--- src/rtl/decode_pkg.sv ---
// rtl/decode_pkg.sv - MIPS main-decoder constants, control bundle layout and interlock states
package decode_pkg;

    localparam int CTRL_W = 17;

    localparam int F_REGWRITE     = 0;
    localparam int F_REGDST       = 1;
    localparam int F_ALUSRC       = 2;
    localparam int F_BRANCH       = 3;
    localparam int F_BAL          = 4;
    localparam int F_JAL          = 5;
    localparam int F_JR           = 6;
    localparam int F_MEMWRITE     = 7;
    localparam int F_MEMTOREG     = 8;
    localparam int F_JUMP         = 9;
    localparam int F_HILOWRITE    = 10;
    localparam int F_HILODST      = 11;
    localparam int F_HILOTOREG    = 12;
    localparam int F_HILOSRC      = 13;
    localparam int F_MULDIV_START = 14;
    localparam int F_MULDIV_DIV   = 15;
    localparam int F_MULDIV_SIGN  = 16;

    localparam logic [5:0] OP_RTYPE  = 6'h00;
    localparam logic [5:0] OP_REGIMM = 6'h01;
    localparam logic [5:0] OP_J      = 6'h02;
    localparam logic [5:0] OP_JAL    = 6'h03;
    localparam logic [5:0] OP_BEQ    = 6'h04;
    localparam logic [5:0] OP_BNE    = 6'h05;
    localparam logic [5:0] OP_BLEZ   = 6'h06;
    localparam logic [5:0] OP_BGTZ   = 6'h07;
    localparam logic [5:0] OP_ADDI   = 6'h08;
    localparam logic [5:0] OP_ADDIU  = 6'h09;
    localparam logic [5:0] OP_SLTI   = 6'h0A;
    localparam logic [5:0] OP_SLTIU  = 6'h0B;
    localparam logic [5:0] OP_ANDI   = 6'h0C;
    localparam logic [5:0] OP_ORI    = 6'h0D;
    localparam logic [5:0] OP_XORI   = 6'h0E;
    localparam logic [5:0] OP_LUI    = 6'h0F;
    localparam logic [5:0] OP_LB     = 6'h20;
    localparam logic [5:0] OP_LH     = 6'h21;
    localparam logic [5:0] OP_LW     = 6'h23;
    localparam logic [5:0] OP_LBU    = 6'h24;
    localparam logic [5:0] OP_LHU    = 6'h25;
    localparam logic [5:0] OP_SB     = 6'h28;
    localparam logic [5:0] OP_SH     = 6'h29;
    localparam logic [5:0] OP_SW     = 6'h2B;

    localparam logic [5:0] FN_SLL   = 6'h00;
    localparam logic [5:0] FN_SRL   = 6'h02;
    localparam logic [5:0] FN_SRA   = 6'h03;
    localparam logic [5:0] FN_SLLV  = 6'h04;
    localparam logic [5:0] FN_SRLV  = 6'h06;
    localparam logic [5:0] FN_SRAV  = 6'h07;
    localparam logic [5:0] FN_JR    = 6'h08;
    localparam logic [5:0] FN_JALR  = 6'h09;
    localparam logic [5:0] FN_MFHI  = 6'h10;
    localparam logic [5:0] FN_MTHI  = 6'h11;
    localparam logic [5:0] FN_MFLO  = 6'h12;
    localparam logic [5:0] FN_MTLO  = 6'h13;
    localparam logic [5:0] FN_MULT  = 6'h18;
    localparam logic [5:0] FN_MULTU = 6'h19;
    localparam logic [5:0] FN_DIV   = 6'h1A;
    localparam logic [5:0] FN_DIVU  = 6'h1B;
    localparam logic [5:0] FN_ADD   = 6'h20;
    localparam logic [5:0] FN_ADDU  = 6'h21;
    localparam logic [5:0] FN_SUB   = 6'h22;
    localparam logic [5:0] FN_SUBU  = 6'h23;
    localparam logic [5:0] FN_AND   = 6'h24;
    localparam logic [5:0] FN_OR    = 6'h25;
    localparam logic [5:0] FN_XOR   = 6'h26;
    localparam logic [5:0] FN_NOR   = 6'h27;
    localparam logic [5:0] FN_SLT   = 6'h2A;
    localparam logic [5:0] FN_SLTU  = 6'h2B;

    localparam logic [4:0] RT_BLTZ   = 5'h00;
    localparam logic [4:0] RT_BGEZ   = 5'h01;
    localparam logic [4:0] RT_BLTZAL = 5'h10;
    localparam logic [4:0] RT_BGEZAL = 5'h11;

    typedef enum logic {
        ST_IDLE = 1'b0,
        ST_BUSY = 1'b1
    } state_t;

    // Anything that touches HI/LO must wait for an in-flight multiply/divide.
    function automatic logic needs_hilo(input logic [CTRL_W-1:0] ctrl);
        return ctrl[F_HILOTOREG] | ctrl[F_HILOWRITE] | ctrl[F_MULDIV_START];
    endfunction

endpackage

--- src/rtl/maindec_pipe_if.sv ---
// rtl/maindec_pipe_if.sv - instruction-in / control-bundle-out handshake bundle
interface maindec_pipe_if;
    import decode_pkg::*;

    logic              in_valid;
    logic              in_ready;
    logic [31:0]       instr;
    logic              flush;
    logic              out_valid;
    logic              out_ready;
    logic [CTRL_W-1:0] out_ctrl;
    logic [31:0]       out_instr;
    logic              out_ri;

    modport master (
        output in_valid, instr, flush, out_ready,
        input  in_ready, out_valid, out_ctrl, out_instr, out_ri
    );

    modport slave (
        input  in_valid, instr, flush, out_ready,
        output in_ready, out_valid, out_ctrl, out_instr, out_ri
    );
endinterface

--- src/rtl/maindec_comb.sv ---
// rtl/maindec_comb.sv - combinational MIPS main decoder: instruction word to control bundle
module maindec_comb
    import decode_pkg::*;
#(
    parameter bit MULDIV_EN = 1'b1
) (
    input  logic [31:0]       i_instr,
    output logic [CTRL_W-1:0] o_ctrl,
    output logic              o_ri
);

    logic [5:0] w_op;
    logic [5:0] w_funct;
    logic [4:0] w_rt;
    logic       w_unused;

    assign w_op     = i_instr[31:26];
    assign w_rt     = i_instr[20:16];
    assign w_funct  = i_instr[5:0];
    assign w_unused = ^{i_instr[25:21], i_instr[15:6]};

    // Everything defaults to zero, so a reserved instruction carries no side effects.
    always_comb begin
        o_ctrl = '0;
        o_ri   = 1'b0;
        case (w_op)
            OP_RTYPE: begin
                case (w_funct)
                    FN_SLL, FN_SRL, FN_SRA, FN_SLLV, FN_SRLV, FN_SRAV,
                    FN_ADD, FN_ADDU, FN_SUB, FN_SUBU, FN_AND, FN_OR,
                    FN_XOR, FN_NOR, FN_SLT, FN_SLTU: begin
                        o_ctrl[F_REGWRITE] = 1'b1;
                        o_ctrl[F_REGDST]   = 1'b1;
                    end
                    FN_JR: o_ctrl[F_JR] = 1'b1;
                    FN_JALR: begin
                        o_ctrl[F_JR]       = 1'b1;
                        o_ctrl[F_JAL]      = 1'b1;
                        o_ctrl[F_REGWRITE] = 1'b1;
                        o_ctrl[F_REGDST]   = 1'b1;
                    end
                    FN_MFHI, FN_MFLO: begin
                        o_ctrl[F_REGWRITE]  = 1'b1;
                        o_ctrl[F_REGDST]    = 1'b1;
                        o_ctrl[F_HILOTOREG] = 1'b1;
                        o_ctrl[F_HILOSRC]   = (w_funct == FN_MFHI);
                    end
                    FN_MTHI, FN_MTLO: begin
                        o_ctrl[F_HILOWRITE] = 1'b1;
                        o_ctrl[F_HILODST]   = (w_funct == FN_MTHI);
                    end
                    FN_MULT, FN_MULTU, FN_DIV, FN_DIVU: begin
                        if (MULDIV_EN) begin
                            o_ctrl[F_MULDIV_START] = 1'b1;
                            o_ctrl[F_HILOWRITE]    = 1'b1;
                            o_ctrl[F_MULDIV_DIV]   = w_funct[1];
                            o_ctrl[F_MULDIV_SIGN]  = ~w_funct[0];
                        end else begin
                            o_ri = 1'b1;
                        end
                    end
                    default: o_ri = 1'b1;
                endcase
            end
            OP_REGIMM: begin
                case (w_rt)
                    RT_BLTZ, RT_BGEZ: o_ctrl[F_BRANCH] = 1'b1;
                    RT_BLTZAL, RT_BGEZAL: begin
                        o_ctrl[F_BRANCH]   = 1'b1;
                        o_ctrl[F_BAL]      = 1'b1;
                        o_ctrl[F_REGWRITE] = 1'b1;
                    end
                    default: o_ri = 1'b1;
                endcase
            end
            OP_J: o_ctrl[F_JUMP] = 1'b1;
            OP_JAL: begin
                o_ctrl[F_JUMP]     = 1'b1;
                o_ctrl[F_JAL]      = 1'b1;
                o_ctrl[F_REGWRITE] = 1'b1;
            end
            OP_BEQ, OP_BNE, OP_BLEZ, OP_BGTZ: o_ctrl[F_BRANCH] = 1'b1;
            OP_ADDI, OP_ADDIU, OP_SLTI, OP_SLTIU,
            OP_ANDI, OP_ORI, OP_XORI, OP_LUI: begin
                o_ctrl[F_REGWRITE] = 1'b1;
                o_ctrl[F_ALUSRC]   = 1'b1;
            end
            OP_LB, OP_LH, OP_LW, OP_LBU, OP_LHU: begin
                o_ctrl[F_REGWRITE] = 1'b1;
                o_ctrl[F_ALUSRC]   = 1'b1;
                o_ctrl[F_MEMTOREG] = 1'b1;
            end
            OP_SB, OP_SH, OP_SW: begin
                o_ctrl[F_MEMWRITE] = 1'b1;
                o_ctrl[F_ALUSRC]   = 1'b1;
            end
            default: o_ri = 1'b1;
        endcase
    end

endmodule

--- src/rtl/maindec_pipe.sv ---
// rtl/maindec_pipe.sv - two-entry decode buffer with HI/LO interlock behind multiply/divide
module maindec_pipe
    import decode_pkg::*;
#(
    parameter int MULT_LAT  = 3,
    parameter int DIV_LAT   = 34,
    parameter bit MULDIV_EN = 1'b1
) (
    input  logic          clk,
    input  logic          resetn,
    maindec_pipe_if.slave bus
);

    localparam int MAX_LAT = (MULT_LAT > DIV_LAT) ? MULT_LAT : DIV_LAT;
    localparam int CNT_W   = (MAX_LAT > 0) ? $clog2(MAX_LAT + 1) : 1;

    logic [CTRL_W-1:0] w_dec_ctrl;
    logic              w_dec_ri;
    logic              w_acc;
    logic              w_xfer;
    logic              w_stall;
    logic              w_s_valid_nxt;
    logic [CNT_W-1:0]  w_lat;

    logic              r_h_valid;
    logic [CTRL_W-1:0] r_h_ctrl;
    logic [31:0]       r_h_instr;
    logic              r_h_ri;
    logic              r_s_valid;
    logic [CTRL_W-1:0] r_s_ctrl;
    logic [31:0]       r_s_instr;
    logic              r_s_ri;
    logic              r_in_ready;
    state_t            r_state;
    logic [CNT_W-1:0]  r_cnt;

    maindec_comb #(.MULDIV_EN(MULDIV_EN)) u_dec (
        .i_instr (bus.instr),
        .o_ctrl  (w_dec_ctrl),
        .o_ri    (w_dec_ri)
    );

    assign w_stall       = (r_state == ST_BUSY) && needs_hilo(r_h_ctrl);
    assign w_acc         = bus.in_valid && r_in_ready;
    assign w_xfer        = r_h_valid && !w_stall && bus.out_ready;
    assign w_s_valid_nxt = (r_h_valid && !w_xfer) ? (r_s_valid || w_acc) : 1'b0;
    assign w_lat         = r_h_ctrl[F_MULDIV_DIV] ? CNT_W'(DIV_LAT) : CNT_W'(MULT_LAT);

    assign bus.in_ready  = r_in_ready;
    assign bus.out_valid = r_h_valid && !w_stall;
    assign bus.out_ctrl  = r_h_ctrl;
    assign bus.out_instr = r_h_instr;
    assign bus.out_ri    = r_h_ri;

    // Head refills from the skid first so order is preserved; new words only enter a free slot.
    always_ff @(posedge clk) begin
        if (!resetn) begin
            r_h_valid  <= 1'b0;
            r_h_ctrl   <= '0;
            r_h_instr  <= '0;
            r_h_ri     <= 1'b0;
            r_s_valid  <= 1'b0;
            r_s_ctrl   <= '0;
            r_s_instr  <= '0;
            r_s_ri     <= 1'b0;
            r_in_ready <= 1'b1;
        end else if (bus.flush) begin
            r_h_valid  <= 1'b0;
            r_s_valid  <= 1'b0;
            r_in_ready <= 1'b1;
        end else begin
            if (!r_h_valid || w_xfer) begin
                if (r_s_valid) begin
                    r_h_ctrl  <= r_s_ctrl;
                    r_h_instr <= r_s_instr;
                    r_h_ri    <= r_s_ri;
                end else if (w_acc) begin
                    r_h_ctrl  <= w_dec_ctrl;
                    r_h_instr <= bus.instr;
                    r_h_ri    <= w_dec_ri;
                end
                r_h_valid <= r_s_valid || w_acc;
            end else if (w_acc) begin
                r_s_ctrl  <= w_dec_ctrl;
                r_s_instr <= bus.instr;
                r_s_ri    <= w_dec_ri;
            end
            r_s_valid  <= w_s_valid_nxt;
            r_in_ready <= !w_s_valid_nxt;
        end
    end

    always_ff @(posedge clk) begin
        if (!resetn) begin
            r_state <= ST_IDLE;
            r_cnt   <= '0;
        end else begin
            case (r_state)
                ST_IDLE: begin
                    if (w_xfer && r_h_ctrl[F_MULDIV_START] && (w_lat != '0)) begin
                        r_cnt   <= w_lat;
                        r_state <= ST_BUSY;
                    end
                end
                ST_BUSY: begin
                    r_cnt <= r_cnt - 1'b1;
                    if (r_cnt == CNT_W'(1)) begin
                        r_state <= ST_IDLE;
                    end
                end
                default: r_state <= ST_IDLE;
            endcase
        end
    end

endmodule

--- src/flat_wrapper.sv ---
// flat-port wrapper written by rule: the top's interface ports become plain ports
module maindec_pipe_flat import decode_pkg::*;
#(
    parameter int MULT_LAT  = 3,
    parameter int DIV_LAT   = 34,
    parameter bit MULDIV_EN = 1'b1
)
  (clk, resetn, bus_in_valid, bus_instr, bus_flush, bus_out_ready, bus_in_ready, bus_out_valid, bus_out_ctrl, bus_out_instr, bus_out_ri);
  maindec_pipe_if bus_i ();
  input  logic clk;
  input  logic resetn;
  input wire logic [$bits(bus_i.in_valid)-1:0] bus_in_valid;
  input wire logic [$bits(bus_i.instr)-1:0] bus_instr;
  input wire logic [$bits(bus_i.flush)-1:0] bus_flush;
  input wire logic [$bits(bus_i.out_ready)-1:0] bus_out_ready;
  output wire logic [$bits(bus_i.in_ready)-1:0] bus_in_ready;
  output wire logic [$bits(bus_i.out_valid)-1:0] bus_out_valid;
  output wire logic [$bits(bus_i.out_ctrl)-1:0] bus_out_ctrl;
  output wire logic [$bits(bus_i.out_instr)-1:0] bus_out_instr;
  output wire logic [$bits(bus_i.out_ri)-1:0] bus_out_ri;
  assign bus_i.in_valid = bus_in_valid;
  assign bus_i.instr = bus_instr;
  assign bus_i.flush = bus_flush;
  assign bus_i.out_ready = bus_out_ready;
  assign bus_in_ready = bus_i.in_ready;
  assign bus_out_valid = bus_i.out_valid;
  assign bus_out_ctrl = bus_i.out_ctrl;
  assign bus_out_instr = bus_i.out_instr;
  assign bus_out_ri = bus_i.out_ri;
  maindec_pipe #(.MULT_LAT(MULT_LAT), .DIV_LAT(DIV_LAT), .MULDIV_EN(MULDIV_EN)) u_core (.clk(clk), .resetn(resetn), .bus(bus_i));
endmodule
--- config.mk ---
export PLATFORM = sky130hd
export DESIGN_NAME = maindec_pipe_flat
export DESIGN_NICKNAME = d
export VERILOG_FILES = /design/src/rtl/decode_pkg.sv /design/src/rtl/maindec_pipe_if.sv /design/src/rtl/maindec_comb.sv /design/src/rtl/maindec_pipe.sv /design/src/flat_wrapper.sv
export SDC_FILE = /design/constraint.sdc
export NUM_CORES = 1
export LEC_CHECK = 0
export CAP_MARGIN = 20
export CORE_UTILIZATION = 33
export DETAILED_ROUTE_END_ITERATION = 6
export HOLD_SLACK_MARGIN = 0.02
export PLACE_DENSITY_LB_ADDON = 0.1
export SKIP_LAST_GASP = 1
export SYNTH_ARGS = -nofsm -noshare
export SYNTH_HDL_FRONTEND = slang
export SYNTH_SLANG_ARGS = --single-unit
--- constraint.sdc ---
create_clock -name clk -period 1.5 [get_ports clk]
set_input_delay 0.3 -clock clk [delete_from_list [all_inputs] [get_ports clk]]
set_output_delay 0.3 -clock clk [all_outputs]
set_load 0.05 [all_outputs]
* After elaboration in Yosys (flattened, before gate mapping)
Cells that the tools add are included.
Storage, ports and cells: word-level logic and storage cells 145, flip-flop bits (word level) 110, input port bits 37, output and inout bits 52
Operators by class: add/sub/neg operators 1, reductions and logical operators 37, bitwise logic cells 7, mux-type cells 36, eq/ne operators 53
Operators by type and width (number):
- == test 6 bit, second input constant | 18
- 2-to-1 mux 32 bit | 2
- == test 6 x 4 -> 1 bit, second input constant | 10
- == test 6 x 5 -> 1 bit, second input constant | 8
- == test 6 x 3 -> 1 bit, second input constant | 7
- 2-to-1 mux 17 bit | 2
- OR reduction 26 bit | 1
- == test 6 x 2 -> 1 bit, second input constant | 4
- OR reduction 22 bit | 1
- 2-to-1 mux 1 bit | 20
- OR reduction 19 bit | 1
- OR reduction 16 bit | 1
- OR reduction 14 bit | 1
- == test 6 x 1 -> 1 bit, second input constant | 2
- zero test 6 bit | 2
- 2-to-1 mux 6 bit | 2
- one-hot mux 6 bit (2 select lines) | 1
- OR reduction 2 bit | 6
- OR reduction 4 bit | 3
- == test 5 bit, second input constant | 2
- logical AND 1 bit | 7
- 2-to-1 mux 7 bit | 1
- one-hot mux 1 bit (2 select lines) | 3
- one-hot mux 1 bit (3 select lines) | 2
- other kinds (16) | 27

* Logic depth before layout (Yosys ltp)
depth in word-level cells 10, gate-level depth with buffers 7

* By module
A second synthesis with hierarchy kept.
Second synthesis, totals: cells, all modules 607, area, all modules 5333.9 um^2
Modules (own cells, without submodules):
- maindec_pipe | cells each 550, area an instance 4962.3 um^2, times used 1
- maindec_comb | cells each 57, area an instance 371.6 um^2, times used 1

* Worst setup path before layout
OpenSTA, ideal clock, no wires.
kind register -> register, start point reg u_core.r_h_ctrl[10], in the netlist u_core.bus.out_ctrl[10], end point reg u_core.r_s_ctrl[3], clock period less this slack 1852 ps, path slack -352 ps, arrival time 1737 ps, path buffers 1, stages on the path, launching flop included 7, cells stage by stage dfxtp_1 -> o31ai_2 -> a2111o_1 -> clkbuf_1 -> nand2_1 -> o21ai_0 -> and2_1
On the way: longest elaborated chain between the ends 9
RTL lines:
- from (decl) | RTL line maindec_pipe.sv:26 | logic [CTRL_W-1:0] r_h_ctrl;
- from (signal assigned) | RTL line maindec_pipe.sv:74 | r_h_ctrl <= r_s_ctrl;
- from (signal assigned) | RTL line maindec_pipe.sv:78 | r_h_ctrl <= w_dec_ctrl;
- bitwise OR 1 bit (2 in a row) | RTL line decode_pkg.sv:88 | return ctrl[F_HILOTOREG] | ctrl[F_HILOWRITE] | ctrl[F_MULDIV_START];
- logical AND 1 bit | RTL line maindec_pipe.sv:43 | assign w_stall = (r_state == ST_BUSY) && needs_hilo(r_h_ctrl);
- zero test 1 bit | RTL line maindec_pipe.sv:45 | assign w_xfer = r_h_valid && !w_stall && bus.out_ready;
- logical AND 1 bit (2 in a row) | RTL line maindec_pipe.sv:45
- logical OR 1 bit | RTL line maindec_pipe.sv:72 | if (!r_h_valid || w_xfer) begin
- NOT 1 bit (no line)
- AND reduction 3 bit (no line)
- to (signal assigned) | RTL line maindec_pipe.sv:84 | r_s_ctrl <= w_dec_ctrl;
- to (decl) | RTL line maindec_pipe.sv:30 | logic [CTRL_W-1:0] r_s_ctrl;
No other way between the ends. A chain may end at the register's enable or synchronous reset.

* Worst setup path in the final report
start point reg u_core.r_h_ctrl[14], in the netlist u_core.bus.out_ctrl[14], end point reg u_core.r_h_ctrl[5], in the netlist u_core.bus.out_ctrl[5]
On the way: longest elaborated chain between the ends 7
RTL lines (RTL line):
- bitwise OR 1 bit | decode_pkg.sv:88
- logical AND 1 bit | maindec_pipe.sv:43
- zero test 1 bit | maindec_pipe.sv:45
- logical AND 1 bit (2 in a row) | maindec_pipe.sv:45
- logical OR 1 bit | maindec_pipe.sv:72
- AND reduction 3 bit (no line)
No other way between the ends.

==> results.cfg <==
[power]
peakVddDrop_mv = 0.7480
p_leak_uw = 0.003605
p_total_uw = 7096
power_density_mw_per_mm2 = 830.7

[worst_setup_path]
cp.arrival_ns = 2.02
cp_slowest_cell = dfxtp_4
cpPeakStageDelay_ns = 0.35
start_kind = register
path_max_fanout = 13
cp-end-kind = register
crit_required_ns = 1.78
criticalPathCategory = register to register
path_cells = o31ai_4 > a21oi_2 > nor3_4 > buf_12 > buf_16 > nand3b_1 > o221ai_1

[cts]
clock_latency_ns = 0.36
clk_pin_slew_ns = 0.08
cts_root_buf = clkbuf_16
cts_buffers = 9
clock-sinks = 110
cts_tree = done
cts_buffer_depth = 2
cts_max_level = 3

[grt]
grt_overflow = 0
grt_pass1_vias = 4819
grt_pass1_wl_mm = 24.58
grt_start_max_net_pins = 69
antenna_found_initial = 0
grt_usage_pct = 19.84

[floorplanning]
initial_utilization_pct = 34.20
fp.coreArea_mm2 = 0.01464
ios = 89
fp-row-count = 44
dieArea_mm2 = 0.01567
die_y_um = 125.2
die_width_um = 125.2

[timing]
fmax_ghz = 0.5739
setup_ws_ns = -0.2423
hold_ws_ns = 0.4071
setup_viol = 100
tightest_slew_ns = 0.5692
rsz0062_at_grt = yes
drv_slew = 0
finalCritPeriodShare_pct = 116.2
period_needed_ns = 1.742
slew_headroom_pct = 62.05
skew_ns = 0.006062
hold_violations = 0

[placed_design]
dp_hpwl_mm = 8.566
portBuffers = 88
globalplace.congestion = 0.7932
detailedPlace.worstSlack_ns = -0.5628
placed_cell_area_mm2 = 0.006974

[status]
outcome = complete, but fails checks
violations = negative setup slack

[drt]
drtIter0Drc = 271
ant_nets = 0
vias_per_cell = 5.265
via_count = 4786
wire_per_inst_um = 17.76
drtPass1Iterations = 6
drc = 0
wirelength_mm = 16.14

[cells_and_area]
fillers = 1257
areaGrowthSynthToFinish_pct = 70.57
design_area_mm2 = 0.008543
final_util_pct = 58.34
final_layout_size_suffix_gt1_share_pct = 38.90
antenna_cells = 0
nNetsFinal = 760

[logic_synthesis]
syn-num-nets = 616
synth_cell_types = 56
netlist_area_mm2 = 0.005009
async_flop_share_pct = 0
syn_inst = 577
synthFlopType = dfxtp_1
synth-edff-count = 0
yosysSeqAreaShare_pct = 43.97
ys_warn_count = 0
ys_ff_latch = 110
avgSynthCellArea_um2 = 8.680

[hold_path]
hp-class = primary input to register

[run]
maxCapViolations = 0
## cells by family (layout without fill, tap and decap cells)
family                   after synthesis  count (layout)  synth area share, %
XOR/XNOR                               1               1               0.1749
flip-flops                           110             110                43.97
buffers and inverters                 61             209                5.721
AND/OR/NAND/NOR                      208             208                19.96
AO/OA/AOI/OAI                        166             166                23.88
adder cells (fa/ha/maj)                2               2               0.4995
multiplexers                          29              29                5.796
## metal layers
metal | wire length (um) | global-route usage (%)
met5 | 0 | 0
met3 | 731 | 5.905
met2 | 8184 | 33.16
met4 | 216 | 6.241
met1 | 7011 | 24.46
## repair_timing
item | in CTS | in global routing
setup buffers | 12 | 9
hold endpoints to repair | 0 | 0
hold buffers | 0 | 0
pin swaps | 37 | 65
endpoints found under the setup margin | 74 | 103
gates resized for setup | 85 | 121
gates cloned | 12 | 9
## where the power goes
| part | total, uW | leakage [uW] | switching, uW | internal (uW) |
|---|---|---|---|---|
| registers | 3120 | 0.000898 | 107 | 3020 |
| logic | 1530 | 0.00256 | 754 | 773 |
| clock network | 2450 | 0.000147 | 1140 | 1310 |
| total | 7100 | 0.00360 | 2000 | 5090 |
## registers in the layout (all words and copies together), names as in the netlist, 6 cells and up
name and cells:
u_core.r_s_ctrl 17, u_core.bus.out_ctrl 17, u_core.r_s_instr 32, u_core.r_cnt 6, u_core.bus.out_instr 32
## placed cells by master, fill, tap and decap left out, types with 5 or more instances in the layout
cell | netlist | layout
dfxtp_1 | 110 | 104
nand2_1 | 130 | 78
buf_12 | 0 | 65
buf_4 | 4 | 48
o211a_1 | 37 | 37
a21oi_1 | 40 | 31
mux2i_1 | 29 | 29
nand2_2 | 0 | 26
nand2_4 | 0 | 26
clkdlybuf4s50_1 | 0 | 26
a21boi_1 | 17 | 20
clkbuf_16 | 0 | 16
a21boi_2 | 0 | 14
buf_6 | 2 | 14
o21ai_2 | 0 | 12
o21ai_0 | 20 | 11
nor2_1 | 13 | 11
buf_16 | 0 | 11
inv_1 | 9 | 9
and2_1 | 9 | 9
a21oi_2 | 0 | 9
o211ai_1 | 9 | 9
nor3_4 | 1 | 8
dlygate4sd2_1 | 0 | 8
nor2b_1 | 7 | 7
nand2b_1 | 5 | 5
nand4_1 | 5 | 5
nor3_1 | 9 | 5
## worst paths after layout
check	from	end	slack, ns	depth (start not counted)
worst max register to register	u_core.bus.out_ctrl[14]$_SDFFE_PN0P_	u_core.bus.out_ctrl[5]$_SDFFE_PN0P_	-0.24	7
worst max-delay path	u_core.bus.out_ctrl[14]$_SDFFE_PN0P_	u_core.bus.out_ctrl[5]$_SDFFE_PN0P_	-0.24	7
worst min register to register	u_core.r_s_instr[3]$_SDFFE_PN0P_	u_core.r_s_instr[3]$_SDFFE_PN0P_	0.45	2
worst min-delay path	bus_instr[31]	u_core.r_s_instr[31]$_SDFFE_PN0P_	0.41	3
## synth_stat cells (all sizes together) (2+ instances only)
library cell,count,area [um2]
inv,9,33.78
mux2i,29,290.3
nand4,5,31.28
nand2b,5,31.28
nand3b,4,30.03
buf,29,165.2
or3,2,12.51
clkbuf,23,87.58
a22oi,2,15.01
a2111o,2,22.52
o221ai,2,17.52
a31oi,3,18.77
nand4b,2,17.52
a21oi,40,200.2
nor4,4,31.28
a21boi,35,262.8
nor3,14,101.4
nor2b,7,43.79
nor2,13,48.80
o211ai,9,67.56
nand2,130,488.0
nor3b,2,15.01
o21ai,25,125.1
dfxtp,110,2202
o211a,37,370.4
and2,9,56.30
nand3,4,25.02
o31ai,3,27.52
ha,2,25.02
## stage by stage
stage	instances	TNS [ns]
2_1_floorplan	577	-2.388
3_3_place_gp	859	-41.30
3_5_place_dp	859	-42.96
4_1_cts	898	-15.92
5_1_grt	909	-22.07
6_report	909	-14.58
## cell type report
type                            count  area [um2]  share of cell area (%)
Tap cell                          184       230.2                   2.695
Inverter                            9       33.78                  0.3954
Multi-Input combinational cell    406        3059                   35.81
Sequential cell                   110        2220                   25.98
Clock buffer                        9       225.2                   2.636
Timing Repair Buffer              185        2705                   31.66
Clock inverter                      6       70.07                  0.8202
## critical path, delay by kind of cell (launching register included)
family	cells	cell delay, ns
compound gates	3	0.66
flops	1	0.35
simple gates	2	0.35
buf+inv	2	0.29
Note: power is estimated with default switching activity, not from simulation.
